==> src/rtl/pc_fetch_unit.sv <==
// rtl/pc_fetch_unit.sv - program counter register and instruction fetch sequencer
module pc_fetch_unit #(
    parameter logic [31:0] RESET_PC = 32'h0000_0000,
    parameter int          TIMEOUT  = 16
) (
    input  logic        clk,
    input  logic        rst_n,
    input  logic [31:0] pc_mux,
    input  logic        stall,
    input  logic        flush,
    output logic        imem_req,
    output logic [31:0] imem_addr,
    input  logic        imem_ack,
    input  logic [31:0] imem_rdata,
    output logic [31:0] pc,
    output logic [31:0] pc_plus4,
    output logic [31:0] inst,
    output logic        inst_valid,
    output logic        align_err,
    output logic        timeout_err
);

    typedef enum logic [1:0] {
        BOOT  = 2'd0,
        FETCH = 2'd1,
        VALID = 2'd2
    } state_t;

    localparam logic [7:0] CNT_LAST = 8'(TIMEOUT - 1);

    state_t      state;
    state_t      state_nxt;
    logic [31:0] pc_nxt;
    logic [31:0] inst_nxt;
    logic [7:0]  cnt;
    logic [7:0]  cnt_nxt;
    logic        align_nxt;
    logic        tout_nxt;
    logic [31:0] pc_load;
    logic        pc_load_bad;

    // Targets are forced to word alignment; the low bits only raise align_err.
    assign pc_load     = {pc_mux[31:2], 2'b00};
    assign pc_load_bad = |pc_mux[1:0];

    assign imem_req   = (state == FETCH);
    assign inst_valid = (state == VALID);
    assign imem_addr  = pc;
    assign pc_plus4   = pc + 32'd4;

    always_comb begin
        state_nxt = state;
        pc_nxt    = pc;
        inst_nxt  = inst;
        cnt_nxt   = cnt;
        align_nxt = 1'b0;
        tout_nxt  = 1'b0;
        if (flush) begin
            // Redirect wins over stall and over data acked this same cycle.
            pc_nxt    = pc_load;
            align_nxt = pc_load_bad;
            cnt_nxt   = 8'd0;
            state_nxt = FETCH;
        end else begin
            case (state)
                BOOT: begin
                    cnt_nxt   = 8'd0;
                    state_nxt = FETCH;
                end
                FETCH: begin
                    if (imem_ack) begin
                        inst_nxt  = imem_rdata;
                        cnt_nxt   = 8'd0;
                        state_nxt = VALID;
                    end else if (cnt == CNT_LAST) begin
                        // Request stays up; the same address is simply re-issued.
                        tout_nxt = 1'b1;
                        cnt_nxt  = 8'd0;
                    end else begin
                        cnt_nxt = cnt + 8'd1;
                    end
                end
                VALID: begin
                    if (!stall) begin
                        pc_nxt    = pc_load;
                        align_nxt = pc_load_bad;
                        cnt_nxt   = 8'd0;
                        state_nxt = FETCH;
                    end
                end
                default: begin
                    state_nxt = BOOT;
                end
            endcase
        end
    end

    always_ff @(posedge clk) begin
        if (!rst_n) begin
            state       <= BOOT;
            pc          <= RESET_PC;
            inst        <= 32'd0;
            cnt         <= 8'd0;
            align_err   <= 1'b0;
            timeout_err <= 1'b0;
        end else begin
            state       <= state_nxt;
            pc          <= pc_nxt;
            inst        <= inst_nxt;
            cnt         <= cnt_nxt;
            align_err   <= align_nxt;
            timeout_err <= tout_nxt;
        end
    end

endmodule

==> config.mk <==
export PLATFORM = sky130hd
export DESIGN_NAME = pc_fetch_unit
export DESIGN_NICKNAME = d
export VERILOG_FILES = /design/src/rtl/pc_fetch_unit.sv
export SDC_FILE = /design/constraint.sdc
export NUM_CORES = 1
export LEC_CHECK = 0
export CORE_MARGIN = 5
export CORE_UTILIZATION = 35
export CTS_BUF_LIST = sky130_fd_sc_hd__clkbuf_8 sky130_fd_sc_hd__clkbuf_16
export CTS_CLUSTER_SIZE = 28
export DETAILED_ROUTE_END_ITERATION = 7
export PLACE_DENSITY = 0.74
export SKIP_CTS_REPAIR_TIMING = 1
export SYNTH_ARGS = -nofsm -noshare
export SYNTH_HDL_FRONTEND = slang
export SYNTH_SLANG_ARGS = --single-unit
==> constraint.sdc <==
create_clock -name clk -period 1.6 [get_ports clk]
set_input_delay 0.16 -clock clk [delete_from_list [all_inputs] [get_ports clk]]
set_output_delay 0.16 -clock clk [all_outputs]
set_load 0.005 [all_outputs]
==> metrics.md <==
| Metric | Value |
|---|---|
| Total grt overflow | `0` |
| Outcome | `finished, violations left` |
| Async set-reset flop share out of synthesis | `0%` |
| CTS Buf Count | `9` |
| Internal power | `3.506 mW` |
| RSZ-0062 raised after global routing | `true` |
| Cell taking the most area after synthesis | `dfxtp_1` |
| Area growth from synthesis to layout | `77.14%` |
| Pin count of the biggest net entering global routing | `33` |
| First drt pass iteration count | `4` |
| Peak supply drop | `between 400 and 500 uV` |
| Avg Cell Area, Syn | `8.179 um^2` |
| Placed wire-length estimate | `9273 um` |
| Largest family of logic cells by synthesized area | `simple AND/OR/NAND/NOR gates` |
| Seq pwr share | `43.0%` |
| Synth top cells by count | `nand2_1, dfxtp_1, a21boi_0` |
| WHS | `0.2462 ns` |
| Ant diodes | `0` |
| Overall Power | `4.577 mW` |
| Leak pwr | `2.830 nW` |
| Routed Antenna Nets | `0` |
| Area share of the largest cell type after synthesis | `40.16%` |
| IO buf count | `around 190` |
| Nets@finish | `754` |
| Compound-Gate Fraction of Synth Area | `14.86%` |
| Final Util | `around 63%` |
| Sink Count | `74` |
| Final WL | `12720 um` |
| Vias in the first global route | `3671` |
| Sequential area share after synthesis | `40.16%` |
| Yosys cell types | `42` |
| Finished Layout Cells | `824` |
| Met1 usage | `between 20% and 30%` |
| Via density | `4.735` |
| Die extent in x | `112.7 um` |
| Hold Violations, Final | `0` |
| Synth warn | `0` |
| Yosys reg bits | `74` |
| Final instance area | `0.006534 mm^2` |
| Most Used Layer, Global Route | `met2` |
| Ranking of synthesized cells by area | `dfxtp_1, nand2_1, a21boi_0, buf_4, xnor2_1` |
| Period utilization | `129.6%` |
| Vias | `3902` |
| CTS H-tree depth | `3` |
| EDFF count, synth | `0` |
| Vert. Die Dim | `112.7 um` |
| Drc violations | `0` |
| Routed len/inst | `15.43 um` |
| Fmax achieved | `482.4 MHz` |
| R2R setup slack | `0.13 ns` |
| Sw frac | `23.40%` |
| Crit path DAT | `1.91 ns` |
| Core area | `between 0.01 and 0.015 mm^2` |
| Adder-cell area share of the yosys netlist | `0.6784%` |
| Switching power | `approximately 1.1 mW` |
| Synth Area in XOR/XNOR | `8.073%` |
| Mapped Cells | `451` |
| Clock-pin slew on the worst setup and hold paths | `0.07 ns` |
| Die area | `~0.013 mm^2` |
| Worst Clk Skew | `0.01280 ns` |
| Violated checks | `negative setup slack` |
| HP Start | `rst_n` |
| Dpl cells | `a little under 800` |
| Logic pwr share | `between 10% and 20%` |
| Clk_lat worst skew | `0.34 ns` |
| Power per Cell Area | `~700 mW/mm^2` |
| Clock Tree Buf Depth | `2` |
| Data required, critical path | `1.44 ns` |
| First-pass GRT wire length | `about 18000 um` |
| Clock share of power | `37.3%` |
| Setup slack after layout | `-0.4730 ns` |
| Crit Path Class | `reg -> out` |
| Simple logic cell fraction of the synthesized area | `25.75%` |
| Top-count cell post-synth | `nand2_1` |
| Worst hold stages | `4` |
| Met3 usage | `6.038%` |
| Global Route Usage Sum | `17.72%` |
| Placer Congestion | `approximately 0.84` |
| Initial antenna violation count | `0` |
| Crit path max fanout | `3` |
| Reg-to-reg startpoint | `state[0]` |
| Reg2reg end | `imem_addr[14]` |
| Initial Util | `35.73%` |
| Final Setup Violations | `24` |
| Fin. max-slew vios | `0` |
| Root buffer cell | `clkbuf_8` |
| Initial drt markers | `127` |
| Met2 usage | `31.28%` |
| Hold WC Path Type | `in -> reg` |
| R2r worst-path depth | `6` |
| Hold Path End | `state[1]` |
| Post-Place Cell Area | `0.005903 mm^2` |
| Max_cap viols | `0` |
| Startpoint types | `flop` |
| Worst setup EP type | `output port` |
| Primary FF master, synth | `dfxtp_1` |
| Row cnt | `37` |
| Fraction of layout cells with a size suffix above 1 | `25.15%` |
| Fin crit period | `slightly above 2 ns` |
| Ports | `201` |
| Post-synth design cell area | `0.003689 mm^2` |
| CTS tree | `done` |
| Mux share of post-synthesis cell area | `0%` |
[worst max path at each step]
| stage | startpoint | endpoint | slack (ns) | cells past startpoint |
|---|---|---|---|---|
| after floorplan | imem_addr[2] | pc_plus4[12] | 0.04 | 5 |
| after detailed placement | imem_addr[11] | pc_plus4[31] | -0.42 | 5 |
| after CTS | imem_addr[12] | pc_plus4[31] | -0.80 | 5 |
| final | imem_addr[12] | pc_plus4[22] | -0.47 | 8 |
| after global routing | imem_addr[12] | pc_plus4[22] | -0.64 | 8 |
| after global placement | imem_addr[13] | pc_plus4[31] | -0.39 | 5 |
[per-layer routing]
layer  wire length (um)  vias up
met4                263        0
met5                  0        -
li1                   -     1923
met2               6267      150
met3               1090       19
met1               5095     1810
[power groups by stage]
stage | clock, mW | sequential [mW] | combinational (mW)
2_1_floorplan | 0 | 2.04 | 0.283
3_3_place_gp | 0 | 2.00 | 0.886
3_5_place_dp | 0 | 2.00 | 0.900
4_1_cts | 1.75 | 1.96 | 0.902
5_1_grt | 1.84 | 1.98 | 0.972
6_report | 1.70 | 1.97 | 0.903
[cell type report]
cell class | instances | area [um^2]
clock buffer | 9 | 123.9
clock inverter | 7 | 110.1
fill | 830 | 3790
inverter | 3 | 11.26
multi-input combinational | 321 | 2022
sequential | 74 | 1504
tap | 136 | 170.2
timing repair buffer | 274 | 2592
[worst max-delay path: stages (launching register included)]
cell     delay (ns)
dfxtp_2        0.33
nand4_1        0.11
buf_4          0.17
nor4_4         0.32
buf_4          0.19
buf_6          0.09
nand4_1        0.08
xnor2_1        0.17
buf_2          0.14
[stage by stage]
| stage | setup WS, ns | TNS, ns |
|---|---|---|
| global route | -0.6376 | -9.172 |
| global placement | -0.3877 | -6.555 |
| floorplan | 0.04479 | 0 |
| detailed placement | -0.4192 | -7.901 |
| finish | -0.4730 | -6.521 |
| CTS | -0.7985 | -18.28 |
[cells in the final DEF, fill, tap and decap left out, drive strengths merged, types with 2 or more instances in the layout]
cell type and count:
nor2 13, clkbuf 9, dlymetal6s2s 15, nand3 12, a21boi 62, buf 105, nand2 135, and2 3
a21oi 4, o21ai 4, and4bb 2, xor2 7, inv 5, and4 5, nor3b 2, nor2b 2
nor4 2, clkdlybuf4s50 154, xnor2 27, conb 6, ha 2, nand4 14, and3 5, dfxtp 74
nor3 4, bufinv 3
[state kept, by name, indices dropped and copies added, names as in the netlist]
| name | flops |
|---|---|
| inst | 32 |
| imem_addr | 30 |
| cnt | 8 |
| state | 2 |
| align_err | 1 |
| timeout_err | 1 |
[logic make-up (layout without fill, tap and decap cells)]
| family | count (synthesis) | in the layout |
|---|---|---|
| simple gates | 203 | 204 |
| xor+xnor | 34 | 34 |
| compound gates | 75 | 75 |
| other cells | 1 | 6 |
| fa+ha+maj | 2 | 2 |
| buf+inv | 62 | 293 |
| flops | 74 | 74 |
Power figures use the tool's default switching activity.
